### src/rtl/keystream_xor_pkg.sv
// Keystream XOR shared types and constants.
// Holds the FSM state type and the block counter width.
package keystream_xor_pkg;

   typedef enum logic {
      IDLE = 1'b0,
      XOR  = 1'b1
   } state_t;

   localparam int BLK_CNT_W = 32;

endpackage

### src/rtl/keystream_xor_ks_buffer.sv
// Keystream storage with byte pointer.
// Presents the LANES-wide slice starting at ptr.
module ks_buffer #(
   parameter int DATA_SIZE = 8,
   parameter int NO_REG    = 64,
   parameter int LANES     = 4
) (
   input  logic                 clk,
   input  logic                 rst,
   input  logic                 load,
   input  logic                 adv,
   input  logic [DATA_SIZE-1:0] ks_in [0:NO_REG-1],
   output logic [DATA_SIZE-1:0] slice [0:LANES-1],
   output logic                 at_end
);

   localparam int PW = (NO_REG > 1) ? $clog2(NO_REG) : 1;

   logic [DATA_SIZE-1:0] mem [0:NO_REG-1];
   logic [PW-1:0]        ptr;

   // capture a whole keystream load; contents are don't-care after reset
   always_ff @(posedge clk) begin
      if (load) mem <= ks_in;
   end

   // byte pointer: restarts on every load, steps one full slice per beat
   always_ff @(posedge clk) begin
      if (rst) ptr <= '0;
      else if (load) ptr <= '0;
      else if (adv) ptr <= ptr + PW'(LANES);
   end

   for (genvar j = 0; j < LANES; j++) begin : g_slice
      assign slice[j] = mem[ptr + PW'(j)];
   end

   assign at_end = (ptr == PW'(NO_REG - LANES));

endmodule

### src/rtl/keystream_xor.sv
// Streams beats through an XOR with a buffered keystream.
// One load covers NO_REG bytes; pt_last ends the message.
module keystream_xor
   import keystream_xor_pkg::*;
#(
   parameter int DATA_SIZE    = 8,
   parameter int NUM_MATRICES = 1,
   parameter int NO_REG       = 64 * NUM_MATRICES,
   parameter int LANES        = 4
) (
   input  logic                 clk,
   input  logic                 rst,
   input  logic [DATA_SIZE-1:0] ks_in [0:NO_REG-1],
   input  logic                 ks_valid,
   output logic                 ks_ready,
   input  logic [DATA_SIZE-1:0] pt_data [0:LANES-1],
   input  logic [LANES-1:0]     pt_keep,
   input  logic                 pt_last,
   input  logic                 pt_valid,
   output logic                 pt_ready,
   output logic [DATA_SIZE-1:0] ct_data [0:LANES-1],
   output logic [LANES-1:0]     ct_keep,
   output logic                 ct_last,
   output logic                 ct_valid,
   input  logic                 ct_ready,
   output logic [BLK_CNT_W-1:0] blk_cnt
);

   if (NO_REG % LANES != 0) begin : g_bad_lanes
      $error("NO_REG must be a multiple of LANES");
   end

   state_t state, state_n;
   logic   load;
   logic   xfer;
   logic   at_end;
   logic [DATA_SIZE-1:0] slice [0:LANES-1];

   ks_buffer #(
      .DATA_SIZE (DATA_SIZE),
      .NO_REG    (NO_REG),
      .LANES     (LANES)
   ) u_buf (
      .clk    (clk),
      .rst    (rst),
      .load   (load),
      .adv    (xfer),
      .ks_in  (ks_in),
      .slice  (slice),
      .at_end (at_end)
   );

   assign xfer = pt_valid && pt_ready;

   // state register
   always_ff @(posedge clk) begin
      if (rst) state <= IDLE;
      else state <= state_n;
   end

   // next state and handshakes; a load is only taken in IDLE
   always_comb begin
      state_n  = state;
      ks_ready = 1'b0;
      pt_ready = 1'b0;
      load     = 1'b0;
      unique case (state)
         IDLE: begin
            ks_ready = 1'b1;
            if (ks_valid) begin
               load    = 1'b1;
               state_n = XOR;
            end
         end
         XOR: begin
            pt_ready = !ct_valid || ct_ready;
            if (pt_valid && pt_ready && (pt_last || at_end)) state_n = IDLE;
         end
      endcase
   end

   // output beat register: load on transfer, hold until accepted
   always_ff @(posedge clk) begin
      if (rst) begin
         ct_valid <= 1'b0;
         ct_last  <= 1'b0;
         ct_keep  <= '0;
         for (int j = 0; j < LANES; j++) ct_data[j] <= '0;
      end else if (xfer) begin
         ct_valid <= 1'b1;
         ct_last  <= pt_last;
         ct_keep  <= pt_keep;
         for (int j = 0; j < LANES; j++)
            ct_data[j] <= pt_keep[j] ? (pt_data[j] ^ slice[j]) : '0;
      end else if (ct_ready) begin
         ct_valid <= 1'b0;
      end
   end

   // loads consumed in this message; a last beat restarts the count
   always_ff @(posedge clk) begin
      if (rst) blk_cnt <= '0;
      else if (xfer) begin
         if (pt_last) blk_cnt <= '0;
         else if (at_end) blk_cnt <= blk_cnt + BLK_CNT_W'(1);
      end
   end

endmodule

### config.mk
export PLATFORM = sky130hd
export DESIGN_NAME = keystream_xor
export DESIGN_NICKNAME = d
export VERILOG_FILES = /design/src/rtl/keystream_xor_pkg.sv /design/src/rtl/keystream_xor_ks_buffer.sv /design/src/rtl/keystream_xor.sv
export SDC_FILE = /design/constraint.sdc
export NUM_CORES = 1
export LEC_CHECK = 0
export ABC_AREA = 1
export CORE_AREA = 2 2 246 248
export CTS_BUF_LIST = sky130_fd_sc_hd__clkbuf_4 sky130_fd_sc_hd__clkbuf_8 sky130_fd_sc_hd__clkbuf_16
export DETAILED_ROUTE_END_ITERATION = 16
export DIE_AREA = 0 0 248 250
export PLACE_DENSITY = 0.75
export RECOVER_POWER = 50
export SLEW_MARGIN = 25
export SYNTH_ARGS = -nofsm -noshare
export SYNTH_HDL_FRONTEND = slang
export SYNTH_SLANG_ARGS = --single-unit
### constraint.sdc
create_clock -name clk -period 87.1 [get_ports clk]
set_clock_uncertainty 0.2 [all_clocks]
set_input_delay 21.775 -clock clk [delete_from_list [all_inputs] [get_ports clk]]
set_output_delay 21.775 -clock clk [all_outputs]
set_load 0.02 [all_outputs]
; ---- After elaboration in Yosys (flattened, before gate mapping)
; Cells that the tools add are included.
[op_classes]
n_addsub = 5
multipliers = 0
div = 0
order_cmp = 4
n_eq_ne = 1
n_shift = 0
n_mux = 26
bitwise_logic = 9
n_reduce_logical = 10
[op_table]
columns = op, count
row1 = 8-bit binary-select mux with 6-bit select, 4
row2 = 8-bit 2-to-1 mux, 12
row3 = 32-bit 2-to-1 mux, 2
row4 = "32-bit by 1-bit adder with 32-bit output, second input constant", 1
row5 = 8-bit bitwise XOR, 4
row6 = "7-bit greater-or-equal comparator, second input constant", 4
row7 = 6-bit NOT with 7-bit output, 4
row8 = "6-bit by 2-bit adder with 6-bit output, second input constant", 2
row9 = 1-bit 2-to-1 mux, 7
row10 = "6-bit by 1-bit adder with 6-bit output, second input constant", 1
row11 = "6-bit by 3-bit adder with 6-bit output, second input constant", 1
row12 = "6-bit == test, second input constant", 1
row13 = 2-bit nonzero test, 2
row14 = 1-bit logical AND, 3
row15 = 1-bit logical OR, 2
row16 = 1-bit case mux with 2 select lines, 1
row17 = 2-bit AND reduction, 1
row18 = 2-bit OR reduction, 1
row19 = 1-bit zero test, 1
row20 = 1-bit NOT, 1
[totals]
regBits = 589
latch_bits = 0
mem_bits_rw = 0
rom_bits = 0
input_bits = 554
wordCells = 129
memories = 0

; ---- Logic depth before layout (Yosys ltp)
[depth]
depth_word = 7
ltp_mapped = 14
depth_no_buf = 11

; ---- Modules after synthesis
; Synthesis repeated with hierarchy kept, for this count alone.
[unflattened]
cells_unflattened = 2691
hier_area_um2 = 26033.7
[modules_own_cells]
columns = module, n_inst, cells_each, area_each_um2
row1 = ks_buffer, 1, 2208, 22456.5
row2 = keystream_xor, 1, 483, 3577.2

; ---- Worst setup path after synthesis
; OpenSTA, ideal clock, no wires.
[synth_path]
kind = input -> register
from = input ks_valid
to = register u_buf.mem[0] (netlist bit) (enable)
setup_ns = 1.412
arrival_time_ns = 43.214
required_time_ns = 85.488
path_slack_ns = 42.275
stages = 2
path_buffers = 0
cell_sequence = inv_1 nor2_1
[synth_via]
elab_chain_cells = 2
[synth_rtl]
columns = element, line_no
row1 = from (decl), keystream_xor.sv:14  ; input logic ks_valid,
row2 = 1-bit 2-to-1 mux, keystream_xor.sv:70  ; if (ks_valid) begin
row3 = 1-bit 2-to-1 mux, keystream_xor.sv:67  ; unique case (state)
row4 = net load, keystream_xor.sv:34  ; logic load;
row5 = to (signal assigned), keystream_xor_ks_buffer.sv:24  ; if (load) mem <= ks_in;
row6 = to (decl), keystream_xor_ks_buffer.sv:19  ; logic [DATA_SIZE-1:0] mem [0:NO_REG-1];
; The timed path passes the listed nets, and every way through them passes these cells.
; A chain may end at the register's enable or synchronous reset.

; ---- Worst setup path after layout
[layout_path]
from = input ct_ready
to = output pt_ready
[layout_via]
elab_chain_cells = 2
[layout_rtl]
columns = element, line_no
row1 = from (decl), keystream_xor.sv:25  ; input logic ct_ready,
row2 = 1-bit logical OR, keystream_xor.sv:76  ; pt_ready = !ct_valid || ct_ready;
row3 = 1-bit 2-to-1 mux, keystream_xor.sv:67
row4 = to (decl), keystream_xor.sv:20  ; output logic pt_ready,
; No other way between the ends.

==> metrics <==
initial antenna violation count 46; Die Footprint between 60,000 and 70,000 µm²; share of layout cells above drive strength 1 about 5%; compound-cell area share of the yosys netlist between 4 and 5%; WL final 81.66 mm; Simple-Gate Fraction of Synth Area 20.56%; critical path required time between 60 and 70 ns; RSZ-0062 raised after global routing no; mux cell area share after synthesis 0%; # resized after CTS 0; via total after detailed routing 19,800; total congestion overflow 0; clock tree from TritonCTS yes; Post-Place Cell Area between 30,000 and 40,000 µm²; synthesis-stage register bit count between 500 and 600; Critical Path End Type primary output; Port-buffer cells between 600 and 700; Final min period 45.17 ns; die width around 250 µm; DR vias/cell roughly 5.2; design area approximately 34,000 µm²; site row count 90; I/O pins between 600 and 700; Async SR Flop Fraction 0%; Total GRT Usage about a quarter; post-DR wirelength/cell ~21 µm; ys flop type edfxtp_1; Filler cells 4,902; synth unique cells 33; final period utilization around half; Fin Setup TNS 0 ns; first-pass GRT wire length approximately 120 mm; Max IR drop VDD approximately 18 µV; Starting Density 41.40%; vias in the first global route between 15,000 and 20,000; antenna-violating nets left 0; CP peak stage delay about 0.61 ns; critical path arrival approximately 23 ns; H-Tree Depth 3; syn nets between 2,000 and 3,000; xor-xnor portion of the synthesized cell area 0%; routability cong. between 0.9 and 1; Synth Instances between 2,000 and 2,500; final net count 3,511; Max Slew Vio Count 280; crit path kind in -> out; setup repair bufs after CTS 0; total clock sinks between 500 and 600; slowest CP cell clkdlybuf4s50_1; Worst-path clk slew about 0.060 ns; pwr/cell area 19.56 nW/µm²; Fmax between 0.02 and 0.025 GHz; CTS Hold Buffers Added 0; largest net degree at the start of global routing about 160; Synth Area in Adders 0.1015%; final hold violation count 0; Mapped Area between 20,000 and 25,000 µm²; EDFF count, synth between 500 and 600; post-synthesis sequential area ratio between 60% and 70%; violated checks capacitance limit, slew limit; critical-path cell list dlygate4sd3_1 -> inv_1 -> nand2_1 -> inv_1 -> nor2_1 -> clkdlybuf4s50_1; drc violations 0; startpoint types input pin; largest family of logic cells by synthesized area simple AND/OR/NAND/NOR gates; worst-margin pin slew a little under 9 ns; status finished with violations; Num CTS Buffers 66; Chip Height 250 µm; slew margin rel. -477.8%; Critical Path Most Common Cell inv_1; drt first pass iters 8; Clock Path Buffers 3; maxcap violations 3; Leak ~13 nW; worst hold path class reg -> reg; Clock Tree Root clkbuf_16; Area growth syn-to-layout 36.53%; 1st-iter DRT viols slightly below 2,000; Yosys warning total 0; Post-Syn Area per Cell ~10 µm²; Worst Path Max Fanout 2; # setup viols final 0; Std-Cell Core Area slightly below 60,000 µm²; Clk Latency, worst-skew pair just over 0.6 ns; DP HPWL 57.13 mm
==> metal layers <==
| layer | vias up | share of wire, % | global-route usage (%) |
|---|---|---|---|
| met4 | 10 | 3.3 | 11.21 |
| li1 | 9201 | - | - |
| met2 | 1090 | 50 | 42.67 |
| met5 | - | 0.080 | 0 |
| met1 | 9332 | 38 | 31.95 |
| met3 | 167 | 8.9 | 5.280 |
==> Yosys cell counts (7+ instances only) <==
cell	n	area, µm²
nand2_1	659	2474
edfxtp_1	512	15370
nand3_1	319	1597
inv_1	247	927.1
nor2_1	165	619.3
a21oi_1	93	465.5
dfxtp_1	75	1501
buf_2	53	265.3
o21ai_0	53	265.3
clkbuf_1	41	153.9
o211ai_1	40	300.3
nand3b_1	20	150.1
nor3_1	19	95.09
nand4_1	11	68.82
buf_6	9	101.4
buf_4	8	60.06
buf_1	7	26.28
==> worst max-delay path: cells and delay by family <==
kind	cells	cell delay, ns
AND/OR/NAND/NOR	2	0.17
buffers and inverters	4	1.24
==> final timing paths <==
check,from,cells past startpoint,slack (ns),end
worst min register to register,ct_data[24],2,0.26,ct_data[24]
worst max register to register,state,3,77.76,u_buf.mem[6]
worst min-delay path,ct_data[24],2,0.26,ct_data[24]
worst max-delay path,ct_ready,6,41.93,pt_ready
==> layout by cell type (no fill, tap or decap), types with 2 or more instances in the layout <==
| cell | count |
|---|---|
| nand3b_1 | 20 |
| buf_6 | 2 |
| o211ai_1 | 40 |
| clkinv_2 | 10 |
| inv_1 | 245 |
| o21a_1 | 3 |
| nand4_1 | 11 |
| nor4_1 | 2 |
| clkbuf_4 | 16 |
| inv_2 | 3 |
| dlygate4sd3_1 | 531 |
| edfxtp_1 | 512 |
| o21ai_0 | 53 |
| clkdlybuf4s50_1 | 93 |
| nand3_1 | 318 |
| o21ai_1 | 2 |
| nor2_4 | 2 |
| a211oi_1 | 3 |
| clkinv_1 | 8 |
| a31oi_1 | 2 |
| dfxtp_4 | 3 |
| clkbuf_8 | 9 |
| clkinvlp_4 | 3 |
| a21oi_1 | 93 |
| ha_1 | 2 |
| clkbuf_16 | 67 |
| clkbuf_1 | 4 |
| o31ai_1 | 2 |
| clkinv_8 | 2 |
| nand2_1 | 659 |
| nor2_1 | 164 |
| dfxtp_1 | 71 |
| diode_2 | 37 |
| buf_4 | 14 |
| nor3_1 | 19 |
| nor2_2 | 2 |
| inv_6 | 4 |
==> per-stage QoR <==
| stage | worst slack [ns] | cells | hold slack [ns] | util (%) | power, mW |
|---|---|---|---|---|---|
| 6_report | 41.93 | 3826 | 0.2631 | 56.52 | 0.6586 |
| 5_1_grt | 41.87 | 3825 | 0.2836 | 56.52 | 0.6801 |
| 4_1_cts | 42.00 | 3788 | 0.2646 | 56.40 | 0.6664 |
| 3_5_place_dp | 42.01 | 3668 | 0.2547 | 52.85 | 0.3963 |
| 3_3_place_gp | 41.94 | 3668 | 0.2541 | 52.85 | 0.3940 |
| 2_1_floorplan | 42.27 | 2360 | 0.3450 | - | 0.3700 |
==> report_power, final <==
part / internal [mW] / switching [mW]
clock network: 0.156 / 0.115
registers: 0.326 / 0.00525
logic: 0.0260 / 0.0308
total: 0.507 / 0.151
==> layout make-up <==
| class | instances | area, µm² | share of cell area, % |
|---|---|---|---|
| inverters | 251 | 950.9 | 2.824 |
| repair buffers | 645 | 6394 | 18.99 |
| clock buffers | 92 | 1921 | 5.704 |
| clock inverters | 28 | 196.4 | 0.5834 |
| diodes | 37 | 92.59 | 0.2750 |
| flip-flops and latches | 587 | 16890 | 50.16 |
| multi-input cells | 1404 | 6250 | 18.56 |
| well taps | 782 | 978.4 | 2.906 |
==> kinds of logic after synthesis <==
logic type | count (synthesis)
buffers and inverters | 369
adders and majority gates | 2
AOI/OAI and AO/OA | 201
DFF | 587
and+or+nand+nor | 1201
==> sequential cells by signal, summed over array words and instances, names as in the netlist <==
| signal | cells |
|---|---|
| blk_cnt | 32 |
| ct_data | 32 |
| ct_keep | 4 |
| ct_last | 1 |
| ct_valid | 1 |
| state | 1 |
| u_buf.mem | 512 |
| u_buf.ptr | 4 |
Power figures use the tool's default switching activity.
